File: src/rtl/alu_issue_stage.sv
// Issue stage for the 8-bit combinational ALU: buffers commands in a small FIFO,
// presents the head to the ALU and captures the result into a handshaked output slot.
module alu_issue_stage #(
    parameter int unsigned WIDTH = 8,
    parameter int unsigned DEPTH = 4
) (
    input  logic                       clk,
    input  logic                       rst,
    input  logic                       in_valid,
    output logic                       in_ready,
    input  logic [WIDTH-1:0]           in_a,
    input  logic [WIDTH-1:0]           in_b,
    input  logic [2:0]                 in_op,
    output logic [WIDTH-1:0]           alu_a,
    output logic [WIDTH-1:0]           alu_b,
    output logic [2:0]                 alu_ctrl,
    input  logic [WIDTH-1:0]           alu_result,
    output logic                       out_valid,
    input  logic                       out_ready,
    output logic [WIDTH-1:0]           out_result,
    output logic [2:0]                 out_op,
    output logic                       out_err,
    output logic [$clog2(DEPTH+1)-1:0] level
);

    localparam int unsigned PtrW = $clog2(DEPTH);
    localparam int unsigned CntW = $clog2(DEPTH + 1);
    localparam logic [CntW-1:0] DepthCnt = CntW'(DEPTH);
    localparam logic [2:0] OpUndef = 3'b111;

    logic [WIDTH-1:0] mem_a  [DEPTH];
    logic [WIDTH-1:0] mem_b  [DEPTH];
    logic [2:0]       mem_op [DEPTH];

    logic [PtrW-1:0]  wr_ptr_q, wr_ptr_d;
    logic [PtrW-1:0]  rd_ptr_q, rd_ptr_d;
    logic [CntW-1:0]  count_q, count_d;

    logic             out_valid_q, out_valid_d;
    logic [WIDTH-1:0] out_result_q, out_result_d;
    logic [2:0]       out_op_q, out_op_d;
    logic             out_err_q, out_err_d;

    logic             not_empty;
    logic             push;
    logic             pop;

    assign not_empty = (count_q != '0);
    assign in_ready  = (count_q < DepthCnt);
    assign push      = in_valid && in_ready;
    // The slot is free when empty or being consumed this cycle.
    assign pop       = not_empty && (!out_valid_q || out_ready);

    always_comb begin
        alu_a    = '0;
        alu_b    = '0;
        alu_ctrl = '0;
        if (not_empty) begin
            alu_a    = mem_a[rd_ptr_q];
            alu_b    = mem_b[rd_ptr_q];
            alu_ctrl = mem_op[rd_ptr_q];
        end
    end

    always_comb begin
        wr_ptr_d = wr_ptr_q;
        rd_ptr_d = rd_ptr_q;
        count_d  = count_q;
        if (push) begin
            wr_ptr_d = wr_ptr_q + PtrW'(1);
        end
        if (pop) begin
            rd_ptr_d = rd_ptr_q + PtrW'(1);
        end
        unique case ({push, pop})
            2'b10:   count_d = count_q + CntW'(1);
            2'b01:   count_d = count_q - CntW'(1);
            default: count_d = count_q;
        endcase
    end

    always_comb begin
        out_valid_d  = out_valid_q;
        out_result_d = out_result_q;
        out_op_d     = out_op_q;
        out_err_d    = out_err_q;
        if (pop) begin
            out_valid_d  = 1'b1;
            out_result_d = alu_result;
            out_op_d     = alu_ctrl;
            out_err_d    = (alu_ctrl == OpUndef);
        end else if (out_valid_q && out_ready) begin
            out_valid_d = 1'b0;
        end
    end

    // Storage is not reset; occupancy is tracked solely by count_q.
    always_ff @(posedge clk) begin
        if (push) begin
            mem_a[wr_ptr_q]  <= in_a;
            mem_b[wr_ptr_q]  <= in_b;
            mem_op[wr_ptr_q] <= in_op;
        end
    end

    always_ff @(posedge clk or posedge rst) begin
        if (rst) begin
            wr_ptr_q     <= '0;
            rd_ptr_q     <= '0;
            count_q      <= '0;
            out_valid_q  <= 1'b0;
            out_result_q <= '0;
            out_op_q     <= '0;
            out_err_q    <= 1'b0;
        end else begin
            wr_ptr_q     <= wr_ptr_d;
            rd_ptr_q     <= rd_ptr_d;
            count_q      <= count_d;
            out_valid_q  <= out_valid_d;
            out_result_q <= out_result_d;
            out_op_q     <= out_op_d;
            out_err_q    <= out_err_d;
        end
    end

    assign out_valid  = out_valid_q;
    assign out_result = out_result_q;
    assign out_op     = out_op_q;
    assign out_err    = out_err_q;
    assign level      = count_q;

endmodule

File: config.mk
export PLATFORM = sky130hd
export DESIGN_NAME = alu_issue_stage
export DESIGN_NICKNAME = d
export VERILOG_FILES = /design/src/rtl/alu_issue_stage.sv
export SDC_FILE = /design/constraint.sdc
export NUM_CORES = 1
export LEC_CHECK = 0
export BUFFER_PORTS_ARGS = -buffer_cell sky130_fd_sc_hd__buf_2
export CORE_ASPECT_RATIO = 1.2
export CORE_MARGIN = 8
export CORE_UTILIZATION = 40
export DETAILED_ROUTE_END_ITERATION = 7
export GPL_TIMING_DRIVEN = 0
export SYNTH_ARGS = -nofsm -noshare
export SYNTH_HDL_FRONTEND = slang
export SYNTH_SLANG_ARGS = --single-unit
File: constraint.sdc
create_clock -name clk -period 2 [get_ports clk]
set_clock_uncertainty 0.2 [all_clocks]
set_input_delay 0.1 -clock clk [delete_from_list [all_inputs] [get_ports clk]]
set_output_delay 0.1 -clock clk [all_outputs]
set_load 0.005 [all_outputs]
==> impl_summary.log <==
INFO  metric status = finished, violations left
INFO  metric failed_checks = negative setup slack
INFO  metric clock-sinks = 96
INFO  metric timing.max_cap.violations = 0
INFO  metric crit_path_end = alu_b[5]
INFO  metric worst-path-max-fanout = 5
INFO  metric nFillCells = roughly 740
INFO  metric die_h = approximately 120 um
INFO  metric grt_max_degree = 21
INFO  metric final_cell_mix = edfxtp_1, buf_2, dlygate4sd3_1
INFO  metric power_switching_share = 0.288
INFO  metric synth-warning-count = 0
INFO  metric hold_class = primary input to flop
INFO  metric first_global_vias = between 2000 and 2500
INFO  metric synth-seq-cells = 96
INFO  metric final_non_filler_cells = about 440
INFO  metric synthesis.nets = between 200 and 250
INFO  metric total_standard_cell_area_after_synthesis = about 0.0038 mm^2
INFO  metric rsz0062_at_grt = true
INFO  metric floorplan.die_area = 0.0129 mm^2
INFO  metric dp_slack = -0.380 ns
INFO  metric synth_sequential_area_ratio = 0.730
INFO  metric htreeDepth = 3
INFO  metric power-per-cell-area = approximately 1400 mW/mm^2
INFO  metric cts.reportedPaths.clkPinSlew = about 0.060 ns
INFO  metric root_buffer = clkbuf_16
INFO  metric worst_r2r_startpoint = rd_ptr_q[0]
INFO  metric ff_to_ff_end = out_err
INFO  metric path_depth = 5
INFO  metric cts_inserted_buffers = 9
INFO  metric switching_power_summed_over_all_nets = between 2000 and 2500 uW
INFO  metric layout.cells.most_common = edfxtp_1
INFO  metric setup_violations = 18
INFO  metric place.detailed.instances = around 380
INFO  metric post_synth.cell_area_avg = 20.1 um^2
INFO  metric critPathArrivalTime = between 1.5 and 2 ns
INFO  metric final_util = 0.542
INFO  metric power.combinational.fraction = 0.404
INFO  metric fp.dieW = 105 um
INFO  metric critical-path-max-stage-delay = approximately 0.48 ns
INFO  metric leakage_power_figure = a little under 0.002 uW
INFO  metric crit_path_start = rd_ptr_q[0]
INFO  metric vias = roughly 2000
INFO  metric drt_first_iter_violations = roughly 100
INFO  metric io-pin-count = 67
INFO  metric max_slew_headroom_at_the_worst_pin = 0.485
INFO  metric place_area = approximately 0.0043 mm^2
INFO  metric worst_skew_pair.late_latency = roughly 0.33 ns
INFO  metric worst-r2r-setup-slack = -0.01 ns
INFO  metric wirelength = around 7500 um
INFO  metric net_count_final = roughly 350
INFO  metric grt_pass1_wl = about 12000 um
INFO  metric port_buffers = between 60 and 70
INFO  metric drcViolationCount = 0
INFO  metric critical_path_class = flop to output port
INFO  metric rows = 39
INFO  metric critPathTopFamily = multiplexers
INFO  metric vdd.ir_drop.worst = about 0.00066 V
INFO  metric period_needed = ~2.1 ns
INFO  metric globalRouteTotalUtil = 0.122
INFO  metric timing.final.hold_violations = 0
INFO  metric initial_core_util = 0.405
INFO  metric cp_data_required_time = roughly 1.7 ns
INFO  metric timing.critical_path.buf_inv = 3
INFO  metric cp_max_stage_cell = mux4_2
INFO  metric netlist_instances = between 150 and 200
INFO  metric ctsLongestPathBuffers = 2
INFO  metric flow.area_growth_from_synthesis = 33.8%
INFO  metric antenna_found_initial = 0
INFO  metric post-route-worst-setup-slack = -0.0854 ns
INFO  metric fmax = 480 MHz
INFO  metric gpl.final_weighted_congestion = between 0.6 and 0.7
INFO  metric reg2regPathDepth = 6
INFO  metric coreArea = approximately 0.0094 mm^2
INFO  metric end_kind = output port
INFO  metric ant_nets = 0
INFO  metric drive_above_1_share = 0.474
INFO  metric globalRouteOverflowTotal = 0
INFO  metric min_period_over_period = 1.04
INFO  metric viasPerCell = 4.69
INFO  metric tritoncts = done
INFO  metric antenna_cells = 0
INFO  metric tightest_slew = 0.772 ns
INFO  metric internal_power = 5060 uW
INFO  metric power_frac_seq = 0.386
INFO  metric yosys.cell_types.count = 25
INFO  metric crit_chain = buf_8, buf_12, mux4_2, nor2b_1, buf_2
INFO  metric crit_path_start_kind = flop
INFO  metric firstDrtPassIters = 4
INFO  metric layout.cell_area.non_filler = 0.00510 mm^2
INFO  metric pwr-share-clk = 0.210
INFO  metric avgRoutedWirePerCell = ~17 um
INFO  metric dp_hpwl = 4500 um
INFO  metric report.final.slew_viol_count = 0
## cell usage after synthesis, drive strengths merged
library cell / number / area, um^2
nor2b: 21 / 131
fa: 1 / 20.0
mux2: 12 / 139
nand2: 2 / 7.51
o21ai: 1 / 5.00
edfxtp: 76 / 2280
buf: 5 / 40.0
and2: 4 / 25.0
xor2: 2 / 17.5
nor3: 1 / 5.00
inv: 8 / 30.0
nand2b: 1 / 6.26
dfrtp: 20 / 500
mux4: 19 / 462
nor2: 1 / 3.75
mux2i: 1 / 10.0
ha: 5 / 62.6
nand3b: 1 / 7.51
xnor2: 4 / 35.0
clkbuf: 4 / 15.0
and3: 1 / 6.26
## state kept, by name, indices dropped and copies added, names as in the netlist, 2 cells and up
| register | count |
|---|---|
| level | 3 |
| mem_a | 32 |
| mem_b | 32 |
| mem_op | 12 |
| out_op | 3 |
| out_result | 8 |
| rd_ptr_q | 2 |
| wr_ptr_q | 2 |
## how the worst min path moves through the flow
stage	start	endpoint	slack (ns)	depth (start not counted)
3_5_place_dp	rst	out_result[0]	0.09	2
6_report	in_valid	wr_ptr_q[0]	0.08	4
3_3_place_gp	rst	out_result[6]	0.08	2
4_1_cts	in_valid	wr_ptr_q[0]	0.08	4
5_1_grt	in_valid	wr_ptr_q[0]	0.12	4
2_1_floorplan	rst	level[0]	-0.14	1
## metrics by stage
stage | hold slack [ns] | total power [uW] | setup TNS, ns
2_1_floorplan | -0.136 | 4160 | -0.0441
6_report | 0.0809 | 7110 | -1.07
3_3_place_gp | 0.0827 | 4970 | -24.97
3_5_place_dp | 0.0884 | 5020 | -26.51
4_1_cts | 0.0849 | 7000 | -1.35
5_1_grt | 0.125 | 7550 | -2.26
## power groups by stage
stage | sequential, uW | combinational (uW) | clock (uW)
after floorplan | 2760 | 1400 | 0
after global placement | 2760 | 2210 | 0
after detailed placement | 2780 | 2240 | 0
after CTS | 2740 | 2720 | 1540
after global routing | 2780 | 3150 | 1620
final | 2740 | 2870 | 1500
## worst min-delay path, delay by kind of cell
family,cells,cell delay [ns]
buf+inv,2,0.28
xor+xnor,1,0.09
simple gates,1,0.10
## cell type report
type,count,area [um^2],area share
buffer,7,83.8,0.0164
clock buffer,10,229,0.0449
clock inverter,5,25.0,0.00491
inverter,8,30.0,0.00589
multi-input combinational,77,1010,0.199
sequential,96,2780,0.546
tap,123,154,0.0302
timing repair buffer,109,781,0.153
## kinds of logic (layout without fill, tap and decap cells)
kind of cell	after synthesis	after routing	synth area share
and+or+nand+nor	32	32	0.0506
adders and majority gates	6	6	0.0217
AOI/OAI and AO/OA	1	1	0.00131
xor gates and xnor gates	6	6	0.0138
buffers and inverters	17	139	0.0223
DFF	96	96	0.730
muxes	32	32	0.160
## repair_timing
| item | 4_1_cts | 5_1_grt |
|---|---|---|
| hold buffers | 29 | 0 |
| pin swaps | 3 | 4 |
| gates resized for setup | 38 | 15 |
| hold endpoints to repair | 105 | 0 |
| cloned | 0 | 1 |
| buffers inserted | 11 | 2 |
| setup endpoints to repair | 97 | 22 |
## layer usage
metal  routed length (um)  share of wire  up-vias  global-route usage
li1                     -              -      956                   -
met1                 3390           0.45     1016               0.155
met5                    0              0        -                   0
met3                  399          0.053       11              0.0328
met4                  159          0.021        0              0.0670
met2                 3550           0.47       58               0.190
(Power assumes the default switching activity.)
